**config.mk**
```make
export PLATFORM = sky130hd
export DESIGN_NAME = ppu_cfg_slave
export DESIGN_NICKNAME = d
export VERILOG_FILES = /design/src/rtl/ppu_cfg_pkg.sv /design/src/rtl/ppu_cfg_slave_regfile.sv /design/src/rtl/ppu_cfg_slave.sv
export SDC_FILE = /design/constraint.sdc
export NUM_CORES = 1
export LEC_CHECK = 0
export ABC_AREA = 1
export CORE_MARGIN = 5
export CORE_UTILIZATION = 45
export DETAILED_ROUTE_END_ITERATION = 6
export PLACE_DENSITY_LB_ADDON = 0.1
export SLEW_MARGIN = 15
export SYNTH_ARGS = -nofsm -noshare
export SYNTH_HDL_FRONTEND = slang
export SYNTH_SLANG_ARGS = --single-unit
```
**constraint.sdc**
```tcl
create_clock -name clk_pix -period 5.3 [get_ports clk_pix]
set_input_delay 0.53 -clock clk_pix [delete_from_list [all_inputs] [get_ports clk_pix]]
set_output_delay 0.53 -clock clk_pix [all_outputs]
set_load 0.005 [all_outputs]
```
**src/rtl/ppu_cfg_pkg.sv**
```systemverilog
// Shared types and constants for the PPU configuration slave.
// Holds the FSM state enum, the output pattern mode enum and default sizes.
package ppu_cfg_pkg;

  localparam int NBYTES_DEFAULT = 10;
  localparam int DW_DEFAULT     = 8;

  typedef enum logic [1:0] {
    ST_IDLE   = 2'd0,
    ST_LOAD   = 2'd1,
    ST_ACTIVE = 2'd2
  } state_e;

  typedef enum logic [2:0] {
    MODE_PASS       = 3'd0,
    MODE_INV        = 3'd1,
    MODE_ROTL       = 3'd2,
    MODE_MIRROR_XOR = 3'd3,
    MODE_FRAME_ADD  = 3'd4,
    MODE_MASK5      = 3'd5,
    MODE_MASK6      = 3'd6,
    MODE_MASK7      = 3'd7
  } mode_e;

endpackage

```
**src/rtl/ppu_cfg_slave_regfile.sv**
```systemverilog
// NBYTES x DW configuration storage: one write port, two combinational
// read ports (the pattern pointer and its mirror NBYTES-1-ptr).
module ppu_cfg_regfile #(
  parameter int NBYTES = 10,
  parameter int DW     = 8,
  parameter int AW     = (NBYTES > 1) ? $clog2(NBYTES) : 1
) (
  input  logic          i_clk,
  input  logic          i_rst_n,
  input  logic          i_we,
  input  logic [AW-1:0] i_waddr,
  input  logic [DW-1:0] i_wdata,
  input  logic [AW-1:0] i_raddr_a,
  input  logic [AW-1:0] i_raddr_b,
  output logic [DW-1:0] o_rdata_a,
  output logic [DW-1:0] o_rdata_b
);

  logic [DW-1:0] r_mem [NBYTES];

  // Storage write; reset clears every byte so a fresh block never shows stale data.
  always_ff @(posedge i_clk or negedge i_rst_n) begin
    if (!i_rst_n) begin
      for (int i = 0; i < NBYTES; i++) r_mem[i] <= '0;
    end else if (i_we && (int'(i_waddr) < NBYTES)) begin
      r_mem[i_waddr] <= i_wdata;
    end
  end

  // Out-of-range addresses read as zero rather than indexing past the array.
  assign o_rdata_a = (int'(i_raddr_a) < NBYTES) ? r_mem[i_raddr_a] : '0;
  assign o_rdata_b = (int'(i_raddr_b) < NBYTES) ? r_mem[i_raddr_b] : '0;

endmodule

```
**src/rtl/ppu_cfg_slave.sv**
```systemverilog
// PPU configuration slave: loads an NBYTES configuration burst from an
// initiator, then streams pattern bytes derived from it to a consumer.
// Optional feature macro: PPU_CFG_CHECKSUM_EN (adds a trailing XOR checksum
// byte to each burst; a wrong checksum aborts to IDLE with cfg_err set).
//
// Handshakes: in_stb is held with in_data until in_ack; in_ack is a
// one-cycle pulse registered from the accepting edge, so a byte sampled at
// edge N is acknowledged during cycle N+1 and the next byte can be taken at
// edge N+2 at the earliest. out_stb/out_data form a valid/ready pair with
// out_ack: a transfer happens on any edge where both are high, and the
// following byte appears registered in the next cycle.
module ppu_cfg_slave
  import ppu_cfg_pkg::*;
#(
  parameter int NBYTES = NBYTES_DEFAULT,
  parameter int DW     = DW_DEFAULT
) (
  input  logic          clk_pix,
  input  logic          rst_pix_n,
  input  logic          sync,
  input  logic [2:0]    mode,
  input  logic [DW-1:0] in_data,
  input  logic          in_stb,
  output logic          in_ack,
  output logic [DW-1:0] out_data,
  output logic          out_stb,
  input  logic          out_ack,
  output logic          cfg_valid,
  output logic          cfg_err,
  output logic [1:0]    o_dbg_state
);

  localparam int AW = (NBYTES > 1) ? $clog2(NBYTES) : 1;
  localparam int IW = $clog2(NBYTES + 1);
  localparam logic [AW-1:0] LAST_PTR = AW'(NBYTES - 1);

  state_e        r_state;
  logic          r_in_ack;
  logic          r_out_stb;
  logic [DW-1:0] r_out_data;
  logic          r_cfg_valid;
  logic          r_cfg_err;
  logic [IW-1:0] r_index;
  logic [AW-1:0] r_ptr;
  logic [DW-1:0] r_frame;

  logic          w_accept;
  logic          w_we;
  logic          w_load_done;
  logic          w_csum_bad;
  logic [AW-1:0] w_waddr;
  logic          w_hs;
  logic [AW-1:0] w_ptr_nxt;
  logic [AW-1:0] w_ptr_mir;
  logic [DW-1:0] w_frame_nxt;
  logic [DW-1:0] w_rd_a;
  logic [DW-1:0] w_rd_b;
  logic [DW-1:0] w_byte_a;
  logic [DW-1:0] w_byte_b;
  logic [2:0]    w_rot_amt;
  logic [DW-1:0] w_pattern;
  mode_e         w_mode;

  // A byte is taken only in LOAD with sync still high and no ack pending.
  assign w_accept = (r_state == ST_LOAD) && sync && in_stb && !r_in_ack;
  assign w_waddr  = AW'(r_index);

`ifdef PPU_CFG_CHECKSUM_EN
  localparam logic [IW-1:0] CSUM_IDX = IW'(NBYTES);
  logic [DW-1:0] r_csum;

  // Running XOR of payload bytes; restarts whenever the block leaves LOAD.
  always_ff @(posedge clk_pix or negedge rst_pix_n) begin
    if (!rst_pix_n)               r_csum <= '0;
    else if (r_state != ST_LOAD)  r_csum <= '0;
    else if (w_we)                r_csum <= r_csum ^ in_data;
  end

  assign w_we        = w_accept && (r_index != CSUM_IDX);
  assign w_load_done = w_accept && (r_index == CSUM_IDX) && (in_data == r_csum);
  assign w_csum_bad  = w_accept && (r_index == CSUM_IDX) && (in_data != r_csum);
`else
  localparam logic [IW-1:0] LAST_IDX = IW'(NBYTES - 1);

  assign w_we        = w_accept;
  assign w_load_done = w_accept && (r_index == LAST_IDX);
  assign w_csum_bad  = 1'b0;
`endif

  // Pointer/frame that the next registered out_data will be computed for.
  assign w_hs        = (r_state == ST_ACTIVE) && r_out_stb && out_ack;
  assign w_ptr_nxt   = !w_hs ? r_ptr : ((r_ptr == LAST_PTR) ? '0 : r_ptr + AW'(1));
  assign w_frame_nxt = (w_hs && (r_ptr == LAST_PTR)) ? r_frame + DW'(1) : r_frame;
  assign w_ptr_mir   = LAST_PTR - w_ptr_nxt;

  ppu_cfg_regfile #(
    .NBYTES (NBYTES),
    .DW     (DW),
    .AW     (AW)
  ) u_regfile (
    .i_clk     (clk_pix),
    .i_rst_n   (rst_pix_n),
    .i_we      (w_we),
    .i_waddr   (w_waddr),
    .i_wdata   (in_data),
    .i_raddr_a (w_ptr_nxt),
    .i_raddr_b (w_ptr_mir),
    .o_rdata_a (w_rd_a),
    .o_rdata_b (w_rd_b)
  );

  // The first pattern byte is built on the same edge the final payload byte
  // is written, so a read that hits the byte being written takes it directly.
  assign w_byte_a = (w_we && (w_waddr == w_ptr_nxt)) ? in_data : w_rd_a;
  assign w_byte_b = (w_we && (w_waddr == w_ptr_mir)) ? in_data : w_rd_b;
  assign w_mode   = mode_e'(mode);

  // Pattern function: selected transform of cfg[ptr] for the upcoming output.
  always_comb begin
    w_pattern = '0;
    w_rot_amt = 3'(w_ptr_nxt);
    case (w_mode)
      MODE_PASS:       w_pattern = w_byte_a;
      MODE_INV:        w_pattern = ~w_byte_a;
      MODE_ROTL:       w_pattern = (w_byte_a << w_rot_amt) | (w_byte_a >> (DW - int'(w_rot_amt)));
      MODE_MIRROR_XOR: w_pattern = w_byte_a ^ w_byte_b;
      MODE_FRAME_ADD:  w_pattern = w_byte_a + w_frame_nxt;
      default:         w_pattern = {w_byte_a[DW-1:2], 2'b00};
    endcase
  end

  // Control FSM: IDLE waits for sync, LOAD collects the burst, ACTIVE streams.
  always_ff @(posedge clk_pix or negedge rst_pix_n) begin
    if (!rst_pix_n) begin
      r_state     <= ST_IDLE;
      r_in_ack    <= 1'b0;
      r_out_stb   <= 1'b0;
      r_out_data  <= '0;
      r_cfg_valid <= 1'b0;
      r_cfg_err   <= 1'b0;
      r_index     <= '0;
      r_ptr       <= '0;
      r_frame     <= '0;
    end else begin
      r_in_ack <= w_accept;
      case (r_state)
        ST_IDLE: begin
          if (sync) begin
            r_state     <= ST_LOAD;
            r_index     <= '0;
            r_ptr       <= '0;
            r_frame     <= '0;
            r_cfg_valid <= 1'b0;
            r_cfg_err   <= 1'b0;
          end
        end
        ST_LOAD: begin
          if (!sync) begin
            r_state     <= ST_IDLE;
            r_cfg_err   <= 1'b1;
            r_cfg_valid <= 1'b0;
          end else if (w_accept) begin
            r_index <= r_index + IW'(1);
            if (w_load_done) begin
              r_state     <= ST_ACTIVE;
              r_cfg_valid <= 1'b1;
              r_out_stb   <= 1'b1;
              r_out_data  <= w_pattern;
            end else if (w_csum_bad) begin
              r_state   <= ST_IDLE;
              r_cfg_err <= 1'b1;
            end
          end
        end
        ST_ACTIVE: begin
          if (sync) begin
            r_state     <= ST_LOAD;
            r_out_stb   <= 1'b0;
            r_out_data  <= '0;
            r_cfg_valid <= 1'b0;
            r_index     <= '0;
            r_ptr       <= '0;
            r_frame     <= '0;
          end else begin
            r_ptr      <= w_ptr_nxt;
            r_frame    <= w_frame_nxt;
            r_out_data <= w_pattern;
          end
        end
        default: r_state <= ST_IDLE;
      endcase
    end
  end

  assign in_ack      = r_in_ack;
  assign out_stb     = r_out_stb;
  assign out_data    = r_out_data;
  assign cfg_valid   = r_cfg_valid;
  assign cfg_err     = r_cfg_err;
  assign o_dbg_state = r_state;

endmodule

```
* Word-level counts from Yosys, hierarchy flattened
Cells that the tools add are included.
Widths: inputs -> output; s select.
** Storage, ports and cells
- Register bits after elaboration :: 110
- Input bits :: 16
- Output and inout port bits :: 14
- Logic and storage cells :: 130
** Cells by class
- Add/sub/neg operators :: 6
- $lt $le $gt $ge :: 7
- Equality and inequality tests :: 19
- Shift-type cells :: 2
- Muxes and demuxes :: 45
- Bitwise logic cells :: 6
- Reduce and logical (&&, ||, !) cells :: 26
** Operators by type and width (number)
- $mux 8 :: 16
- $bwmux 80 :: 1
- $bmux 8 s4 :: 2
- $pmux 8 s5 :: 1
- $demux 8 s4 :: 1
- $pmux 8 s2 :: 2
- $shr 8x32->8 :: 1
- $mux 4 :: 6
- $pmux 4 s2 :: 2
- $ge 5x5->1 const B :: 3
- $not 4->5 :: 3
- $lt 4x4->1 const B :: 3
- $reduce_and 4->1 :: 3
- $logic_and 1x1->1 :: 11
- $ne 2x2->1 const B :: 5
- $add 4x1->4 const B :: 2
- $add 8x1->8 const B :: 1
- $add 8x8->8 :: 1
- $eq 4x4->1 :: 2
- $eq 4x4->1 const B :: 2
- $mux 2 :: 4
- $not 8->8 :: 1
- $or 8x8->8 :: 1
- $reduce_bool 2->1 :: 4
- other kinds (23) :: 33

* Logic depth before layout (Yosys ltp)
Gate-level depths: netlist of run 1.
- Depth after elaboration :: 17
- Gate-level depth with buffers :: 30
- Gate-level depth less buffers :: 30

* Cells and area by module
From an unflattened synthesis of run 1, not the netlist that was laid out.
** Unflattened totals
- Cell total of the unflattened synthesis :: 1192
- Area, all modules :: 7895.1 µm²
** By module, submodules not included
- ppu_cfg_regfile :: instances 1, cells an instance 675, area an instance 4664.5 µm², seq. area each 2001.9 µm²
- ppu_cfg_slave :: instances 1, cells an instance 517, area an instance 3230.6 µm², seq. area each 750.7 µm²

* Least setup slack after synthesis of run 1
OpenSTA, ideal clock, no wires.
- Kind :: in2reg
- From :: in out_ack
- To :: reg r_out_data[7] (netlist: out_data[7])
- Library setup time :: 0.117 ns
- Arrival time :: 3.449 ns
- Required time :: 5.183 ns
- Path slack :: 1.734 ns
- Stages on the path :: 25
- Path buffers :: 5
- Cells stage by stage :: nand2_1 inv_1 nand3_4 nand2_1 nand2_2 buf_6 inv_2 buf_6 buf_6 ha_1 buf_1 clkinv_1 nand2_1 nand4_1 nor2_1 nand3_4 buf_6 o21ai_1 nand2_1 nand3_1 nand2_1 nor2_1 nand3_1 nand2_1 nand2_1
** On the way
- Longest elaborated chain between the ends :: 15
- Elaborated cells on any way between the ends :: 36
- Classes of those cells :: add/sub (3); order compare (2); eq/ne (2); shift (2); mux (18); bitwise (5); reduce/logical (4)
** Ends and longest elaborated chain
- from (decl) :: RTL line ppu_cfg_slave.sv:27 : input logic out_ack,
- $logic_and 1x1->1 * :: RTL line ppu_cfg_slave.sv:91 : assign w_hs = (r_state == ST_ACTIVE) && r_out_stb && out_ack;
- $mux 4 :: RTL line ppu_cfg_slave.sv:92 : assign w_ptr_nxt = !w_hs ? r_ptr : ((r_ptr == LAST_PTR) ? '0 : r_ptr + AW'(1));
- $sub 4x4->4 / $not 4->5 (equally long branches) :: RTL line ppu_cfg_slave.sv:94, ppu_cfg_slave_regfile.sv:31
- $not 4->5 (implied by the code) / $bmux 8 s4 (equally long branches) :: RTL line ppu_cfg_slave_regfile.sv:32, ppu_cfg_slave_regfile.sv:31
- $bmux 8 s4 / $mux 8 (equally long branches) :: RTL line ppu_cfg_slave_regfile.sv:32, ppu_cfg_slave_regfile.sv:31
- $mux 8 (on tied branches) (2 in series) :: RTL line ppu_cfg_slave_regfile.sv:32, ppu_cfg_slave_regfile.sv:31
- $mux 8 (on tied branches) :: RTL line ppu_cfg_slave_regfile.sv:32, ppu_cfg_slave.sv:114
- $mux 8, or another cell as far along :: RTL line ppu_cfg_slave.sv:115 : assign w_byte_b = (w_we && (w_waddr == w_ptr_mir)) ? in_data : w_rd_b;
- $xor 8x8->8 / $or 8x8->8 (equally long branches) :: RTL line ppu_cfg_slave.sv:126, ppu_cfg_slave.sv:125
- $pmux 8 s5 * :: RTL line ppu_cfg_slave.sv:122 : case (w_mode)
- $mux 8 :: RTL line ppu_cfg_slave.sv:164 : if (w_load_done) begin
- $mux 8 :: RTL line ppu_cfg_slave.sv:162 : end else if (w_accept) begin
- $mux 8 :: RTL line ppu_cfg_slave.sv:158 : if (!sync) begin
- $pmux 8 s2 * :: RTL line ppu_cfg_slave.sv:146 : case (r_state)
- to (signal assigned) :: RTL line ppu_cfg_slave.sv:168 : r_out_data <= w_pattern;
- to (signal assigned) :: RTL line ppu_cfg_slave.sv:187 : r_out_data <= w_pattern;
- to (decl) :: RTL line ppu_cfg_slave.sv:40 : logic [DW-1:0] r_out_data;
Mark *: on every way between the ends. The rest lies on a longest branch, timed or not. The select of a mux whose other input is x is not followed.
A chain may end at the register's enable or synchronous reset.

* Worst setup path in the final report of run 1
Ends and elaborated chain as after synthesis.

==> Implementation_results.wiki, run 1 <==
{| class="wikitable"
! Metric !! Value
|-
| Run status || complete, no violations
|-
| Fill cell instance count of the final layout || ~1800
|-
| Startpoint-to-endpoint class of the critical path || in2reg
|-
| Hold Path Class || in2async
|-
| M2 GR Usage || a little under two fifths
|-
| Reg-to-reg endpoint || out_data[7]
|-
| Level count of the clock H-tree || 3
|-
| Flop and latch count out of synthesis || 110
|-
| First DRT Iteration DRCs || between 600 and 700
|-
| Std cell rows || 48
|-
| Vias/cell || between 5 and 6
|-
| Port Buf Inserts || 29
|-
| Setup repair after global routing missed its margin || no
|-
| Number of optimization iterations in the first detailed-route pass || 5
|-
| Summed area of non-filler cells in the final layout || between 8000 and 9000 sq um
|-
| Depth of the worst register-to-register path || 25
|-
| Pins Over Slew Limit || 0
|-
| Slowest cell on crit path || sky130_fd_sc_hd__clkdlybuf4s50_1
|-
| Clock latency reported for the late side of the worst-skew pair || around 0.36 ns
|-
| TritonCTS clock tree || done
|-
| Clock Sink Count || 110
|-
| Number of antenna violations at the first check in global routing || 0
|-
| Routed wire length || 23700 microns
|-
| Die Y || approximately 140 microns
|-
| Aggregate negative setup slack || 0 ns
|-
| Most repeated cell in the gate-level netlist after synthesis || sky130_fd_sc_hd__nand2_1
|-
| Highest net fanout along the worst path || 31
|-
| Worst IR Drop VDD || around 0.24 mV
|-
| Relative area change from synthesis to final layout || 9.64%
|-
| GR Util met3 || around 3.7%
|-
| Measured slew at the worst slew-check pin || approximately 1.0 ns
|-
| Initial core utilization || between 40% and 50%
|-
| Post-detail-place hpwl || roughly 17000 microns
|-
| Proportion of netlist area held by the largest area contributor || around 36%
|-
| Post-synth EDFFs || 0
|-
| Share of flip-flops with an asynchronous set or reset after synthesis || 100%
|-
| Aggregate global routing overflow || 0
|-
| Max_slew headroom || between 30 and 40%
|-
| Reg2reg setup slack || 1.22 ns
|-
| Hold_ws || about 0.20 ns
|-
| Startpoint of the most critical register-to-register path || o_dbg_state[1]
|-
| Final hold vios || 0
|-
| Fraction of met1 tracks used by global routing || 33.7%
|-
| Routed wire length per instance || around 17 microns
|-
| Crit path arrival time || roughly 4.4 ns
|-
| Yosys warning count || 0
|-
| Pin count of the biggest net entering global routing || 74
|-
| DRT antenna net count || 0
|-
| Synthesized area || around 7700 sq um
|-
| Setup Buffers After CTS || 0
|-
| Final clock skew || 0.00781 ns
|-
| Final-stage net count || between 1000 and 1500
|-
| Number of standard cells in the final layout excluding fillers || roughly 1400
|-
| DIE WIDTH || about 140 microns
|-
| Power per cell area || between 300 and 400 nW/um^2
|-
| Placer Congestion || between 0.9 and 1
|-
| Share of final-layout standard cells stronger than drive strength 1 || ~6.7%
|-
| Worst Path Required || about 5.6 ns
|-
| Max incr delay on CP || around 0.45 ns
|-
| Max Clk Rate || approximately 240 MHz
|-
| Net count of the mapped netlist || roughly 1200
|-
| CP Buf/Inv Count || 4
|-
| Clock transition at the registers of the reported paths || 0.08 ns
|-
| Lkg Pwr || about 4 nW
|-
| Clock root buffer || sky130_fd_sc_hd__clkbuf_16
|-
| Placement Cell Area || between 8000 and 9000 sq um
|-
| Largest cells by area after synthesis || sky130_fd_sc_hd__dfrtp_1, sky130_fd_sc_hd__nand2_1, sky130_fd_sc_hd__nand3_1, sky130_fd_sc_hd__o21ai_0, sky130_fd_sc_hd__inv_1
|-
| Ports placed on the boundary || 30
|-
| Most instantiated flip-flop cell in the synthesis netlist || sky130_fd_sc_hd__dfrtp_1
|-
| Top cells by count, synth || sky130_fd_sc_hd__nand2_1, sky130_fd_sc_hd__nand3_1, sky130_fd_sc_hd__o21ai_0, sky130_fd_sc_hd__dfrtp_1, sky130_fd_sc_hd__inv_1
|-
| Area of the die || about 20000 sq um
|-
| Area inside the core boundary || 17100 sq um
|-
| Count of endpoints failing setup in the final report || 0
|-
| Fin crit share || 78.5%
|-
| Max-cap violation count || 0
|-
| Kind of start point of the critical path || input port
|-
| Inserted Clock Buffers || 9
|-
| Family with the most delay on the worst path || simple AND/OR/NAND/NOR gates
|-
| Crit path time final || about 4.2 ns
|-
| Share of the yosys chip area belonging to registers || 35.6%
|-
| Syn avg cell area || roughly 6.8 sq um
|-
| Via count of the first global-routing pass || roughly 7100
|-
| Busiest metal layer after global routing || met2
|-
| Nature of the critical path endpoint || flop
|-
| Number of gates resized after CTS || 0
|-
| Cell count after synthesis || 1145
|-
| Global-route total usage across every layer || between 20% and 30%
|-
| Global-route wire length before repair || ~39000 microns
|-
| Vias post-DR || 7559
|-
| Cell type with the highest occurrence count on the critical path || sky130_fd_sc_hd__nand3_1
|-
| Placed Instances || 1362
|-
| Number of remaining DRC errors || 0
|-
| Diodes inserted || 0
|-
| Number of distinct library cells after synthesis || 47
|-
| Cell taking the most area after synthesis || sky130_fd_sc_hd__dfrtp_1
|-
| Number of buffers on the longest clock path || 2
|-
| Number of hold buffers added after cts || 0
|}
state kept, by name (all words and copies together), names as in the netlist:
| register | flops |
|---|---|
| u_regfile.r_mem | 80 |
| in_ack | 1 |
| out_data | 8 |
| r_index | 4 |
| r_ptr | 4 |
| r_frame | 8 |
| o_dbg_state | 2 |
| out_stb | 1 |
| cfg_err | 1 |
| cfg_valid | 1 |
worst max-delay path by stage:
stage                       start          end  slack [ns]  cells after the start
after floorplan           out_ack  out_data[7]        1.73                     25
after global placement    out_ack  out_data[6]        0.89                     29
after detailed placement  out_ack  out_data[7]        0.82                     26
after CTS                 out_ack  out_data[7]        1.20                     27
after global routing      out_ack  out_data[5]        0.74                     30
final                     out_ack  out_data[7]        1.14                     26
placed cells by master (no fill, tap or decap), drive strengths merged, types with 3 or more instances in the layout:
cell type / count
a21oi: 27
buf: 17
clkbuf: 9
clkdlybuf4s50: 28
clkinv: 6
dfrtp: 110
ha: 14
inv: 113
nand2: 364
nand3: 202
nand4: 10
nor2: 48
nor3: 7
nor4: 3
o211ai: 9
o21ai: 144
o22ai: 9
o31ai: 7
or2: 3
xor2: 7
logic make-up (layout without fill, tap and decap cells):
| family | after synthesis | count (layout) | synth area share [%] |
|---|---|---|---|
| compound gates | 203 | 203 | 14.3 |
| xor+xnor | 8 | 8 | 1.00 |
| fa+ha+maj | 15 | 15 | 2.52 |
| buf+inv | 166 | 174 | 9.15 |
| flops | 110 | 110 | 35.6 |
| simple gates | 643 | 643 | 37.4 |
per-stage QoR:
| stage | power [mW] | utilization [%] | setup slack [ns] |
|---|---|---|---|
| floorplan | 1.72 | - | 1.73 |
| finish | 2.71 | 49.7 | 1.14 |
| global route | 2.91 | 49.7 | 0.735 |
| global placement | 1.98 | 47.9 | 0.890 |
| CTS | 2.73 | 49.7 | 1.20 |
| detailed placement | 1.99 | 47.9 | 0.824 |
layer usage:
layer,vias up,part of all wire (%)
li1,3804,-
met1,3497,46
met2,223,46
met3,35,5.2
met4,0,2.6
met5,-,0
power by group:
part           internal, mW  switching, mW
clock network         0.379          0.351
registers             0.988          0.127
logic                 0.315          0.553
total                  1.68           1.03
layout make-up:
class,instances,area (sq um),area share (%)
well taps,225,282,3.32
repair buffers,45,433,5.10
clock inverters,7,88.8,1.05
clock buffers,9,225,2.65
inverters,113,425,5.01
flip-flops and latches,110,2750,32.4
multi-input cells,869,4280,50.4
Power figures use the tool's default switching activity.
==> run 2: changes to the inputs <==
==> constraint.sdc (replaced) <==
create_clock -name clk_pix -period 4.1 [get_ports clk_pix]
set_input_delay 0.41 -clock clk_pix [delete_from_list [all_inputs] [get_ports clk_pix]]
set_output_delay 0.41 -clock clk_pix [all_outputs]
set_load 0.005 [all_outputs]
==> run 2 against run 1 <==
  * Sequential power is 32% higher
  * Cell area is 2.8% higher
  * Wire length rose by 3.9%
  * Die area stayed put
  * Largest cell class unchanged
==> Implementation_results.wiki, run 2 (synthesis gave the netlist of run 1 again) <==
{| class="wikitable"
! Metric !! Value
|-
| Vias post-DR || between 7000 and 8000
|-
| Via count of the first global-routing pass || approximately 7200
|-
| Measured slew at the worst slew-check pin || roughly 1.2 ns
|-
| Reg2reg setup slack || slightly below 0.4 ns
|-
| Net switching share of the total power || between 30% and 40%
|-
| DIE WIDTH || 141 microns
|-
| Most common cell after layout, fill and taps aside || sky130_fd_sc_hd__nand2_1
|-
| Number of antenna violations at the first check in global routing || 0
|-
| Final core area utilization || between 50% and 60%
|-
| Initial core utilization || a little under half
|-
| Total power of the final layout || 3.64 mW
|-
| Final-stage net count || 1204
|-
| Inserted Clock Buffers || 9
|-
| Area inside the core boundary || around 17000 sq um
|-
| Clock Sink Count || 110
|-
| Clock transition at the registers of the reported paths || about 0.090 ns
|-
| Routed wire length per instance || between 15 and 20 microns
|-
| Worst Path Required || approximately 4.4 ns
|-
| Multi-input combinational cell area || 4280 sq um
|-
| Number of remaining DRC errors || 0
|-
| Global-route total usage across every layer || 25.3%
|-
| Max_slew headroom || 22.3%
|-
| Power per cell area || roughly 420 nW/um^2
|-
| Fin crit share || between 90% and 100%
|-
| Pin count of the biggest net entering global routing || 60
|-
| Final hold vios || 0
|-
| Aggregate global routing overflow || 0
|-
| Part of the power in the clock network || about a quarter
|-
| Area of the die || between 15000 and 20000 sq um
|-
| Kind of start point of the critical path || input port
|-
| Nature of the critical path endpoint || flop
|-
| Power share of the sequential group || roughly two fifths
|-
| Largest register FFs || 80
|-
| DRT antenna net count || 0
|-
| Crit path time final || between 3 and 4 ns
|-
| Routed wire length || approximately 25000 microns
|-
| TritonCTS clock tree || done
|-
| Relative area change from synthesis to final layout || 12.7%
|-
| Internal cell power || about 2.2 mW
|-
| Setup Buffers After CTS || 0
|-
| First DRT Iteration DRCs || 686
|-
| Port Buf Inserts || 29
|-
| Count of endpoints failing setup in the final report || 0
|-
| Share of final-layout standard cells stronger than drive strength 1 || under 10%
|-
| Worst slack at placement || about 0.054 ns
|-
| Std cell rows || between 40 and 50
|-
| Clock root buffer || sky130_fd_sc_hd__clkbuf_16
|-
| Max-cap violation count || 0
|-
| Startpoint-to-endpoint class of the critical path || in2reg
|-
| Placer Congestion || around 0.94
|-
| Area occupied by registers || roughly 2800 sq um
|-
| Slowest cell on crit path || sky130_fd_sc_hd__clkdlybuf4s50_1
|-
| Crit path arrival time || 3.99 ns
|-
| Number of optimization iterations in the first detailed-route pass || 7
|-
| Worst IR Drop VDD || approximately 0.32 mV
|-
| Setup repair after global routing missed its margin || no
|-
| Most used cells in the layout excluding fill and tap cells || sky130_fd_sc_hd__nand2_1, sky130_fd_sc_hd__nand3_1, sky130_fd_sc_hd__o21ai_0
|-
| Level count of the clock H-tree || 3
|-
| Clock latency reported for the late side of the worst-skew pair || roughly 0.37 ns
|-
| Largest register by flop count || u_regfile.r_mem
|-
| Run status || complete, no violations
|-
| Max incr delay on CP || 0.46 ns
|-
| Diodes inserted || 0
|-
| Power share of the combinational group || roughly a third
|-
| Final clock skew || approximately 0.013 ns
|-
| Number of buffers on the longest clock path || 2
|-
| Fill cell instance count of the final layout || around 1800
|-
| Net Switching || 1.40 mW
|-
| Die Y || approximately 140 microns
|-
| Depth of the worst register-to-register path || 27
|-
| Highest net fanout along the worst path || 57
|-
| Startpoint of the most critical register-to-register path || o_dbg_state[0]
|-
| Pins Over Slew Limit || 0
|-
| Global-route wire length before repair || between 40000 and 50000 microns
|-
| Post-detail-place hpwl || 18500 microns
|-
| Vias/cell || between 5 and 6
|-
| Aggregate negative setup slack || 0 ns
|-
| Ports placed on the boundary || 30
|-
| Max Clk Rate || between 200 and 300 MHz
|-
| Hold Path Class || in2async
|-
| Lkg Pwr || between 4 and 5 nW
|-
| Reg-to-reg endpoint || out_data[6]
|-
| Final setup margin || between 0.3 and 0.4 ns
|}
## run 2: cell type report
cell class,instances,share of cell area [%]
multi-input combinational,869,49.1
sequential,110,31.6
timing repair buffer,70,7.55
inverter,113,4.88
tap,225,3.23
clock buffer,10,2.74
clock inverter,6,0.933
## run 2: worst max-delay path, delay by kind of cell
kind | cells | cell delay, ns
AO/OA/AOI/OAI | 2 | 0.16
adder cells (fa/ha/maj) | 2 | 0.61
AND/OR/NAND/NOR | 19 | 1.78
buffers and inverters | 6 | 0.99
## run 2: what timing repair did
action / CTS / global route
hold buffers: 0 / 0
gates resized for setup: 0 / 2
setup endpoints to repair: 0 / 1
## run 2: per-layer routing
layer	routed length, microns	track usage, %	vias to the layer above
li1	-	-	3852
met1	11400	35.2	3591
met2	11600	41.8	215
met3	1280	3.56	33
met4	378	6.43	0
met5	0	0	-
## run 2: worst max path at each step
stage	startpoint	to	cells past startpoint
2_1_floorplan	o_dbg_state[0]	out_data[7]	25
3_3_place_gp	out_ack	out_data[6]	29
3_5_place_dp	out_ack	out_data[6]	29
4_1_cts	o_dbg_state[1]	out_data[6]	27
5_1_grt	o_dbg_state[0]	out_data[6]	28
6_report	out_ack	out_data[6]	29
## run 2: metrics by stage
step                std cells  instance area [sq um]  hold WS (ns)
finish                   1403                   8720        0.0736
global route             1403                   8720         0.148
CTS                      1403                   8710         0.110
detailed placement       1387                   8390         0.465
global placement         1387                   8390         0.462
floorplan                1145                   7740         0.114
## run 2: power by group through the flow
stage | Combinational, mW | Sequential (mW) | Clock (mW)
after floorplan | 0.809 | 1.41 | 0
after CTS | 1.22 | 1.45 | 0.976
after global routing | 1.40 | 1.48 | 1.02
final | 1.22 | 1.46 | 0.965
after global placement | 1.20 | 1.47 | 0
after detailed placement | 1.21 | 1.47 | 0
